**config.mk**
```make
export PLATFORM = sky130hd
export DESIGN_NAME = compound_dispatch
export DESIGN_NICKNAME = d
export VERILOG_FILES = /design/src/rtl/compound_dispatch_pkg.sv /design/src/rtl/compound_dispatch_timer.sv /design/src/rtl/compound_dispatch.sv
export SDC_FILE = /design/constraint.sdc
export NUM_CORES = 1
export LEC_CHECK = 0
export CORE_MARGIN = 2
export CORE_UTILIZATION = 55
export DETAILED_ROUTE_END_ITERATION = 8
export HOLD_SLACK_MARGIN = 0.02
export PLACE_DENSITY = 0.9
export RECOVER_POWER = 25
export SYNTH_ARGS = -nofsm -noshare
export SYNTH_HDL_FRONTEND = slang
export SYNTH_HIERARCHICAL = 1
export SYNTH_SLANG_ARGS = --single-unit
```
**constraint.sdc**
```tcl
create_clock -name clk -period 12.2 [get_ports clk]
set_input_delay 1.83 -clock clk [delete_from_list [all_inputs] [get_ports clk]]
set_output_delay 1.83 -clock clk [all_outputs]
set_load 0.005 [all_outputs]
```
**src/rtl/compound_dispatch_pkg.sv**
```systemverilog
// ============================================================================
//  Module  : compound_dispatch_types (package)
//  Purpose : Shared types for compound_dispatch. Holds the access mode,
//            the FSM section encoding, the CompoundType payload, the reset
//            word and the mode-dependent word transform.
//  Revision: 1.0  initial release
// ============================================================================
`default_nettype none

package compound_dispatch_types;

  typedef enum logic {
    READ  = 1'b0,
    WRITE = 1'b1
  } mode_t;

  typedef enum logic {
    SECTION_A = 1'b0,
    SECTION_B = 1'b1
  } Sections;

  typedef struct packed {
    mode_t              mode;
    logic signed [31:0] x;
    logic               y;
  } CompoundType;

  localparam CompoundType RESET_WORD = '{mode: READ, x: 32'sd0, y: 1'b0};

  // READ words pass through untouched. WRITE words get x += inc, which wraps
  // modulo 2^32, and y inverted.
  function automatic CompoundType xform(input CompoundType w,
                                        input logic signed [31:0] inc);
    CompoundType r;
    r = w;
    if (w.mode == WRITE) begin
      r.x = w.x + inc;
      r.y = ~w.y;
    end
    return r;
  endfunction

endpackage

`default_nettype wire

```
**src/rtl/compound_dispatch_timer.sv**
```systemverilog
// ============================================================================
//  Module  : compound_dispatch_timer
//  Purpose : Offer timeout counter. Counts cycles while 'en' is high. It
//            pulses 'expire' in the cycle the count reaches TIMEOUT_CYC and
//            restarts from zero on that pulse. 'clr' forces the count to zero.
//  Ports   : clk, rst (async, active-high)
//            clr     in  1  clear count (priority over en)
//            en      in  1  count this cycle
//            expire  out 1  combinational expiry pulse
//  Revision: 1.0  initial release
// ============================================================================
`default_nettype none

module compound_dispatch_timer #(
  parameter  int TIMEOUT_CYC = 8,
  localparam int TW          = $clog2(TIMEOUT_CYC + 1)
) (
  input  logic clk,
  input  logic rst,
  input  logic clr,
  input  logic en,
  output logic expire
);

  logic [TW-1:0] cnt_q, cnt_d;

  always_comb begin
    // The pulse is raised on the last counting cycle, so the owner acts on
    // the same edge on which the count would reach TIMEOUT_CYC.
    expire = en && !clr && (cnt_q == TW'(TIMEOUT_CYC - 1));
    cnt_d  = cnt_q;
    if (clr || expire) begin
      cnt_d = '0;
    end else if (en) begin
      cnt_d = cnt_q + 1'b1;
    end
  end

  always_ff @(posedge clk or posedge rst) begin
    if (rst) begin
      cnt_q <= '0;
    end else begin
      cnt_q <= cnt_d;
    end
  end

endmodule

`default_nettype wire

```
**src/rtl/compound_dispatch.sv**
```systemverilog
// ============================================================================
//  Module  : compound_dispatch
//  Purpose : Samples a CompoundType from m_in, transforms it by mode and
//            offers it on one of NUM_CH blocking outputs, which are chosen
//            round-robin, using a notify/sync handshake. The FSM has two
//            sections: SECTION_A samples the input and SECTION_B offers the
//            word.
//  Ports   : clk, rst (async, active-high)
//            m_in          in   CompoundType           master input
//            b_out         out  CompoundType[NUM_CH]   per-channel data
//            b_out_sync    in   NUM_CH                 consumer ready
//            b_out_notify  out  NUM_CH                 one-hot/zero offer
//            ch_sel        out  $clog2(NUM_CH)         current/last channel
//            xfer_cnt      out  CNT_W                  saturating xfer count
//  Config  : `define COMPOUND_DISPATCH_TIMEOUT_EN to move an unanswered
//            offer to the next channel after TIMEOUT_CYC cycles.
//  Revision: 1.0  initial release
// ============================================================================
`default_nettype none

module compound_dispatch
  import compound_dispatch_types::*;
#(
  parameter  int NUM_CH      = 4,
  parameter  int INC         = 1,
  parameter  int CNT_W       = 16,
  parameter  int TIMEOUT_CYC = 8,
  localparam int SEL_W       = $clog2(NUM_CH)
) (
  input  logic                     clk,
  input  logic                     rst,
  input  CompoundType              m_in,
  output CompoundType [NUM_CH-1:0] b_out,
  input  logic        [NUM_CH-1:0] b_out_sync,
  output logic        [NUM_CH-1:0] b_out_notify,
  output logic        [SEL_W-1:0]  ch_sel,
  output logic        [CNT_W-1:0]  xfer_cnt
);

  Sections                  section_q, section_d;
  CompoundType              compound_q, compound_d;
  CompoundType [NUM_CH-1:0] b_out_q, b_out_d;
  logic        [NUM_CH-1:0] notify_q, notify_d;
  logic        [SEL_W-1:0]  rr_ptr_q, rr_ptr_d;
  logic        [SEL_W-1:0]  ch_sel_q, ch_sel_d;
  logic        [CNT_W-1:0]  xfer_cnt_q, xfer_cnt_d;
  logic                     take;
  logic                     timer_expire;

  function automatic logic [NUM_CH-1:0] onehot(input logic [SEL_W-1:0] idx);
    logic [NUM_CH-1:0] r;
    r      = '0;
    r[idx] = 1'b1;
    return r;
  endfunction

  // Explicit wrap, so NUM_CH does not have to be a power of two.
  function automatic logic [SEL_W-1:0] next_ch(input logic [SEL_W-1:0] idx);
    return (idx == SEL_W'(NUM_CH - 1)) ? '0 : idx + 1'b1;
  endfunction

  // Sync counts only on the channel being offered, and only during an offer.
  assign take = (section_q == SECTION_B) && notify_q[ch_sel_q] && b_out_sync[ch_sel_q];

`ifdef COMPOUND_DISPATCH_TIMEOUT_EN
  compound_dispatch_timer #(
    .TIMEOUT_CYC (TIMEOUT_CYC)
  ) u_timer (
    .clk    (clk),
    .rst    (rst),
    .clr    (section_q != SECTION_B || take),
    .en     (section_q == SECTION_B && !take),
    .expire (timer_expire)
  );
`else
  localparam int unused_timeout_cyc = TIMEOUT_CYC;
  assign timer_expire = 1'b0;
`endif

  always_comb begin
    section_d  = section_q;
    compound_d = compound_q;
    b_out_d    = b_out_q;
    notify_d   = notify_q;
    rr_ptr_d   = rr_ptr_q;
    ch_sel_d   = ch_sel_q;
    xfer_cnt_d = xfer_cnt_q;

    case (section_q)
      SECTION_A: begin
        compound_d        = xform(m_in, INC);
        ch_sel_d          = rr_ptr_q;
        b_out_d[rr_ptr_q] = xform(m_in, INC);
        notify_d          = onehot(rr_ptr_q);
        section_d         = SECTION_B;
      end
      SECTION_B: begin
        // compound_q always holds the word in flight. The offered entry is
        // pinned to it, and a timeout carries it to the next channel.
        b_out_d[ch_sel_q] = compound_q;
        if (take) begin
          notify_d  = '0;
          rr_ptr_d  = next_ch(ch_sel_q);
          section_d = SECTION_A;
          if (xfer_cnt_q != {CNT_W{1'b1}}) begin
            xfer_cnt_d = xfer_cnt_q + 1'b1;
          end
        end else if (timer_expire) begin
          ch_sel_d                   = next_ch(ch_sel_q);
          b_out_d[next_ch(ch_sel_q)] = compound_q;
          notify_d                   = onehot(next_ch(ch_sel_q));
        end
      end
      default: section_d = SECTION_B;
    endcase
  end

  always_ff @(posedge clk or posedge rst) begin
    if (rst) begin
      // Reset comes up already offering the reset word on channel 0.
      section_q  <= SECTION_B;
      compound_q <= RESET_WORD;
      b_out_q    <= {NUM_CH{RESET_WORD}};
      notify_q   <= NUM_CH'(1);
      rr_ptr_q   <= '0;
      ch_sel_q   <= '0;
      xfer_cnt_q <= '0;
    end else begin
      section_q  <= section_d;
      compound_q <= compound_d;
      b_out_q    <= b_out_d;
      notify_q   <= notify_d;
      rr_ptr_q   <= rr_ptr_d;
      ch_sel_q   <= ch_sel_d;
      xfer_cnt_q <= xfer_cnt_d;
    end
  end

  assign b_out        = b_out_q;
  assign b_out_notify = notify_q;
  assign ch_sel       = ch_sel_q;
  assign xfer_cnt     = xfer_cnt_q;

endmodule

`default_nettype wire

```
==> impl_metrics.csv, run 1 <==
group,metric,value,unit
floorplan,initial_core_util,55.9,%
floorplan,die_h,133,um
pwr,peakVddDrop,0.172,mV
floorplan,rows,47,
clock_network,cts_resized,0,
drt,wl_per_cell,22.9,um
worst_setup_path,reg2reg_to,"b_out[132]$_DFFE_PP0P_",
floorplan,io_pins,198,
worst_setup_path,required,12650,ps
clock_network,cts-root-buf,"clkbuf_16",
yosys,yosysSeqAreaShare,53.1,%
sta,fin_crit,6070,ps
sta,hold_ws,500,ps
sta,relSlewSlack,-259,%
worst_setup_path,crit_type,"primary input to asynchronous set/reset pin",
worst_setup_path,regToRegStartpoint,"section_q$_DFF_PP1_",
yosys,synthArstFlopShare,100,%
global_routing,grt_max_degree,123,
worst_setup_path,r2r_cells,5,
cells_and_area,final_nets,1171,
placement,portBuffers,197,
yosys,yosysTopAreaCell,"dfrtp_1",
clock_network,cts_tree,"yes",
yosys,synth_ff_type,"dfrtp_1",
worst_hold_path,hp-class,"flop to flop",
drt,totalWireLength,31.2,mm
worst_setup_path,reg2reg_slack,8520,ps
drt,first_pass_iters,5,
yosys,synth_edf_count,0,
worst_setup_path,crit_buf_inv,3,
clock_network,cts_buffers,17,
yosys,ys_top_cells_by_area,"dfrtp_1, nand2_1, a22oi_1",
yosys,postSynthCellCount,953,
clock_network,post_cts_buffers,0,
yosys,synth_most_common_cell,"dfrtp_1",
placement,dp_hpwl,20.0,mm
yosys,synth_fp_nets,999,
floorplan,core_area,16500,um^2
status,status,"finished with violations",
clock_network,cts_hold_buf,0,
sta,finalClockSkew,12.0,ps
yosys,syn_area,9200,um^2
worst_setup_path,crit_chain,"dlygate4sd3_1, clkinvlp_2, buf_4",
worst_setup_path,crit_fanout,122,
flow_run,maxCapViolCount,2,
sta,slew_viol_final,142,
yosys,yosys_warnings,6,
drt,via_count,8881,
worst_setup_path,crit_slowest_cell,"clkinvlp_2",
pwr,p_per_area,278,nW/um^2
floorplan,die_w,133,um
status,violations,"max-capacitance violations, max-slew violations",
worst_hold_path,hp-start,"b_out[73]$_DFFE_PP0P_",
sta,setup_violations,0,
sta,rsz0062_at_grt,"false",
yosys,ys_top_cells_by_count,"dfrtp_1, nand2_1, nor2_1",
global_routing,overflow,0,
drt,antenna_left,0,
clock_network,worstSkewPairLatency,450,ps
drt,viasPerCell,6.53,
clock_network,h-tree-depth,4,
clock_network,cts.sinks,195,
cells_and_area,final_util,72.4,%
global_routing,grt_first_pass_wirelength,48.2,mm
floorplan,die_area,17800,um^2
worst_setup_path,end_kind,"asynchronous set/reset pin",
clock_network,clock_path_buffers,2,
sta,worst_slew_pin_slew,5350,ps
sta,report.final.hold_viol_count,0,
clock_network,cts.clk_slew.worst_paths,80,ps
global_routing,first_global_vias,8721,
cells_and_area,syn_to_final_growth,29.6,%
sta,fmax,0.165,GHz
placement,place.gp.congestion,1.01,
global_routing,antenna_found_initial,2,
pwr,leakage,5.00,nW
yosys,ys_ff_latch,195,
sta,fin_setup_tns,0,ps
worst_setup_path,worstSetupStartpointType,"primary input",
worst_setup_path,worstPathArrival,6520,ps
worst_setup_path,critPathTopFamily,"buffers and inverters",
drt,drtIter0Drc,1062,
pwr,total_power,3.31,mW
drt,route.detailed.drc,0,
sta,fin_crit_sh,49.8,%
worst_hold_path,min_delay_path_depth,2,
worst_setup_path,path_depth,3,
global_routing,grt_usage,35.1,%
worst_hold_path,holdPathEnd,"b_out[73]$_DFFE_PP0P_",
yosys,ys_types,57,
yosys,syn_avg_cell_area,9.65,um^2
yosys,synth_top_area_share,52.5,%
worst_setup_path,cp_slowest_stage_delay,2980,ps
cells_and_area,layout-drive-gt1-share,7.21,%
worst max path at each step:
stage          startpoint                     end  slack (ps)
5_1_grt               rst    b_out[2]$_DFFE_PP0P_        5230
6_report              rst  b_out[121]$_DFFE_PP0P_        6130
3_5_place_dp     m_in[10]   b_out[63]$_DFFE_PP0P_        7740
3_3_place_gp     m_in[33]  b_out[134]$_DFFE_PP0P_        7770
4_1_cts          m_in[33]  b_out[134]$_DFFE_PP0P_        8120
2_1_floorplan         rst    b_out[0]$_DFFE_PP0P_        5060
routing by layer:
layer  up-vias  wire [um]  track usage [%]
met5         -          0                0
met3       137       3470             6.58
met1      4287      11500             47.5
li1       3761          -                -
met4         0       1410             17.3
met2       696      14800             55.1
sequential cells by signal, indices dropped and copies added (netlist names):
register / cells
section_q: 1
b_out_notify: 4
ch_sel: 2
xfer_cnt: 16
b_out: 136
rr_ptr_q: 2
compound_q: 34
logic make-up (layout without fill, tap and decap cells):
logic type	count (synthesis)	count (layout)	synth area share [%]
AND/OR/NAND/NOR	366	366	19.1
AO/OA/AOI/OAI	247	247	16.8
flip-flops	195	195	53.1
buffers and inverters	71	256	3.06
XOR/XNOR	42	42	4.00
multiplexers	26	26	3.18
adder cells (fa/ha/maj)	6	6	0.816
other	0	2	0
final cells by class:
class | count | area, um^2
flip-flops and latches | 195 | 4880
fillers | 1197 | 4550
multi-input cells | 687 | 4040
repair buffers | 213 | 2090
clock buffers | 18 | 439
well taps | 220 | 275
clock inverters | 14 | 140
inverters | 11 | 42.5
diodes | 2 | 5.00
where the power goes:
part           internal, mW  total (mW)  switching [mW]
clock network         0.293       0.565           0.272
logic                 0.785        1.50           0.712
registers             0.963        1.25           0.287
total                  2.04        3.31            1.27
cell usage in the layout (no fill, tap or decap), drive strengths merged, types with 3 or more instances in the layout:
master	n
xor2	21
nor2	81
a22oi	51
nand3	30
clkinvlp	5
a211oi	7
nor4	7
ha	6
o21ai	53
o211ai	3
nor2b	6
a221o	4
and2	7
nand2	149
o22ai	18
a221oi	4
nor3	8
and3	40
inv	17
a21oi	69
xnor2	21
mux2	16
o221ai	5
clkbuf	18
mux2i	9
clkdlybuf4s50	193
dfrtp	193
buf	16
a31oi	20
nand4	25
dlygate4sd3	4
o221a	3
nand2b	5
metrics by stage:
step	instance area (um^2)	std cells	worst slack, ps
final	11900	1360	6130
after floorplan	9200	953	5060
after global placement	11300	1326	7770
after global routing	11900	1359	5230
after CTS	11900	1358	8120
after detailed placement	11300	1326	7740
worst reg2reg max path, delay by kind of cell, from the launching register on:
family	cells	cell delay, ps
AND/OR/NAND/NOR	3	2050
flip-flops	1	1230
AO/OA/AOI/OAI	2	300
Power figures use the tool's default switching activity.
==> run 2, diff against run 1 <==
--- a/config.mk
+++ b/config.mk
@@ -6,10 +6,10 @@
 export NUM_CORES = 1
 export LEC_CHECK = 0
 export CORE_MARGIN = 2
-export CORE_UTILIZATION = 55
+export CORE_UTILIZATION = 51
 export DETAILED_ROUTE_END_ITERATION = 8
 export HOLD_SLACK_MARGIN = 0.02
-export PLACE_DENSITY = 0.9
+export PLACE_DENSITY = 0.84
 export RECOVER_POWER = 25
 export SYNTH_ARGS = -nofsm -noshare
 export SYNTH_HDL_FRONTEND = slang
==> constraint.sdc (replaced) <==
create_clock -name clk -period 6.1 [get_ports clk]
set_input_delay 0.915 -clock clk [delete_from_list [all_inputs] [get_ports clk]]
set_output_delay 0.915 -clock clk [all_outputs]
set_load 0.005 [all_outputs]
==> impl_metrics.csv, run 2 (synthesis results as in run 1) <==
group,metric,value,unit
status,status,"finished with violations",
status,violations,"max-capacitance violations, max-slew violations",
worst_setup_path,crit_buf_inv,2,
sta,setup_violations,0,
worst_hold_path,hp-class,"flop to flop",
worst_hold_path,min_delay_path_depth,2,
cells_and_area,num-fill-cells,1406,
cells_and_area,ff_latch_area,4880,um^2
drt,drtIter0Drc,948,
worst_setup_path,crit_chain,"and2_1, clkbuf_1, nor2_1, buf_4, a22o_1, a21oi_1, o21ai_0",
floorplan,initial_core_util,51.6,%
global_routing,first_global_vias,8221,
sta,report.final.hold_viol_count,0,
flow_run,maxCapViolCount,3,
cells_and_area,layout_commonest_cell,"dfrtp_1",
sta,rsz0062_at_grt,"false",
clock_network,cts_tree,"yes",
clock_network,cts.clk_slew.worst_paths,80,ps
drt,wl_per_cell,22.2,um
global_routing,grt_usage,31.4,%
sta,hold_ws,506,ps
cells_and_area,largest_reg_flops,136,
worst_setup_path,path_depth,7,
sta,fmax,0.249,GHz
cells_and_area,final_cell_mix,"dfrtp_1, nand2_1, clkdlybuf4s50_1",
placement,portBuffers,197,
pwr,p_per_area,542,nW/um^2
floorplan,core_area,17800,um^2
worst_setup_path,r2r_cells,7,
worst_setup_path,crit_slowest_cell,"dfstp_1",
cells_and_area,layout-drive-gt1-share,6.94,%
clock_network,clock_path_buffers,2,
drt,viasPerCell,6.35,
worst_setup_path,cp_slowest_stage_delay,1260,ps
cells_and_area,n_antenna_cell,0,
floorplan,io_pins,198,
placement,dp_hpwl,19.8,mm
worst_setup_path,end_kind,"flop",
global_routing,antenna_found_initial,3,
drt,route.detailed.drc,0,
drt,antenna_left,0,
floorplan,die_w,138,um
worst_setup_path,crit_type,"flop to flop",
drt,via_count,8676,
clock_network,worstSkewPairLatency,440,ps
sta,relSlewSlack,-33.2,%
drt,first_pass_iters,7,
sta,fin_setup_tns,0,ps
placement,place.gp.congestion,0.983,
clock_network,cts-root-buf,"clkbuf_16",
worst_setup_path,crit_fanout,30,
drt,totalWireLength,30.3,mm
floorplan,die_area,19100,um^2
worst_setup_path,crit_start,"section_q$_DFF_PP1_",
global_routing,grt_first_pass_wirelength,46.7,mm
cells_and_area,multiInputGateArea,4040,um^2
cells_and_area,final_nets,1171,
sta,fin_crit_sh,65.9,%
floorplan,die_h,138,um
clock_network,cts_hold_buf,0,
clock_network,h-tree-depth,4,
cells_and_area,syn_to_final_growth,29.8,%
worst_setup_path,critPathTopFamily,"buffers and inverters",
worst_setup_path,required,6350,ps
pwr,leakage,5.05,nW
worst_setup_path,regToRegStartpoint,"section_q$_DFF_PP1_",
pwr,peakVddDrop,0.290,mV
sta,finalClockSkew,11.1,ps
clock_network,cts_buffers,17,
worst_setup_path,worstSetupStartpointType,"flop",
sta,worst_slew_pin_slew,1990,ps
worst_setup_path,worstPathArrival,4260,ps
clock_network,cts.sinks,195,
global_routing,overflow,0,
global_routing,grt_max_degree,152,
clock_network,cts_resized,0,
sta,fin_crit,4020,ps
floorplan,rows,49,
clock_network,post_cts_buffers,0,
sta,slew_viol_final,100,
worst_hold_path,hp-start,"b_out_notify[0]$_DFFE_PP1P_",
## run 2: layout make-up
type / instances / area share [%]
Clock buffer: 17 / 3.56
Clock inverter: 15 / 1.34
Inverter: 11 / 0.356
Multi-Input combinational cell: 687 / 33.9
Sequential cell: 195 / 40.9
Tap cell: 229 / 2.40
Timing Repair Buffer: 213 / 17.6
## run 2: worst min-delay path, cell delays in order (launching register included)
cell and delay [ps]:
dfstp_2 380, nand3_1 70, nand2_1 60
## run 2: stage by stage
step	power (mW)	setup WS [ps]	utilization (%)	instance area, um^2	instances
global route	6.84	2030	66.9	11900	1367
floorplan	3.80	2670	-	9200	953
detailed placement	5.41	2560	63.7	11400	1335
finish	6.47	2080	66.9	11900	1367
global placement	5.30	2620	63.7	11400	1335
CTS	6.57	3020	67.0	11900	1367
## run 2: where the power goes
group / total [mW] / leakage [nW] / switching (mW) / internal (mW)
Sequential: 2.48 / 2.31 / 0.552 / 1.93
Clock: 1.14 / 0.287 / 0.553 / 0.583
Combinational: 2.86 / 2.46 / 1.40 / 1.46
Total: 6.47 / 5.05 / 2.50 / 3.97
## run 2: path summary, 6_finish.rpt
kind | end | slack (ps)
setup / recovery | b_out[28]$_DFFE_PP0P_ | 2080
hold / removal | b_out_notify[0]$_DFFE_PP1P_ | 510
setup reg to reg | b_out[28]$_DFFE_PP0P_ | 2080
hold reg to reg | b_out_notify[0]$_DFFE_PP1P_ | 510
max in group asynchronous | b_out[72]$_DFFE_PP0P_ | 3170
min in group asynchronous | xfer_cnt[7]$_DFFE_PP0P_ | 1440
## run 2: metal layers
metal	up-vias	part of all wire (%)	global-route usage (%)
met5	-	0.11	0
met4	4	2.9	11.9
met2	559	47	49.8
li1	3773	-	-
met3	84	11	6.82
met1	4256	39	42.8
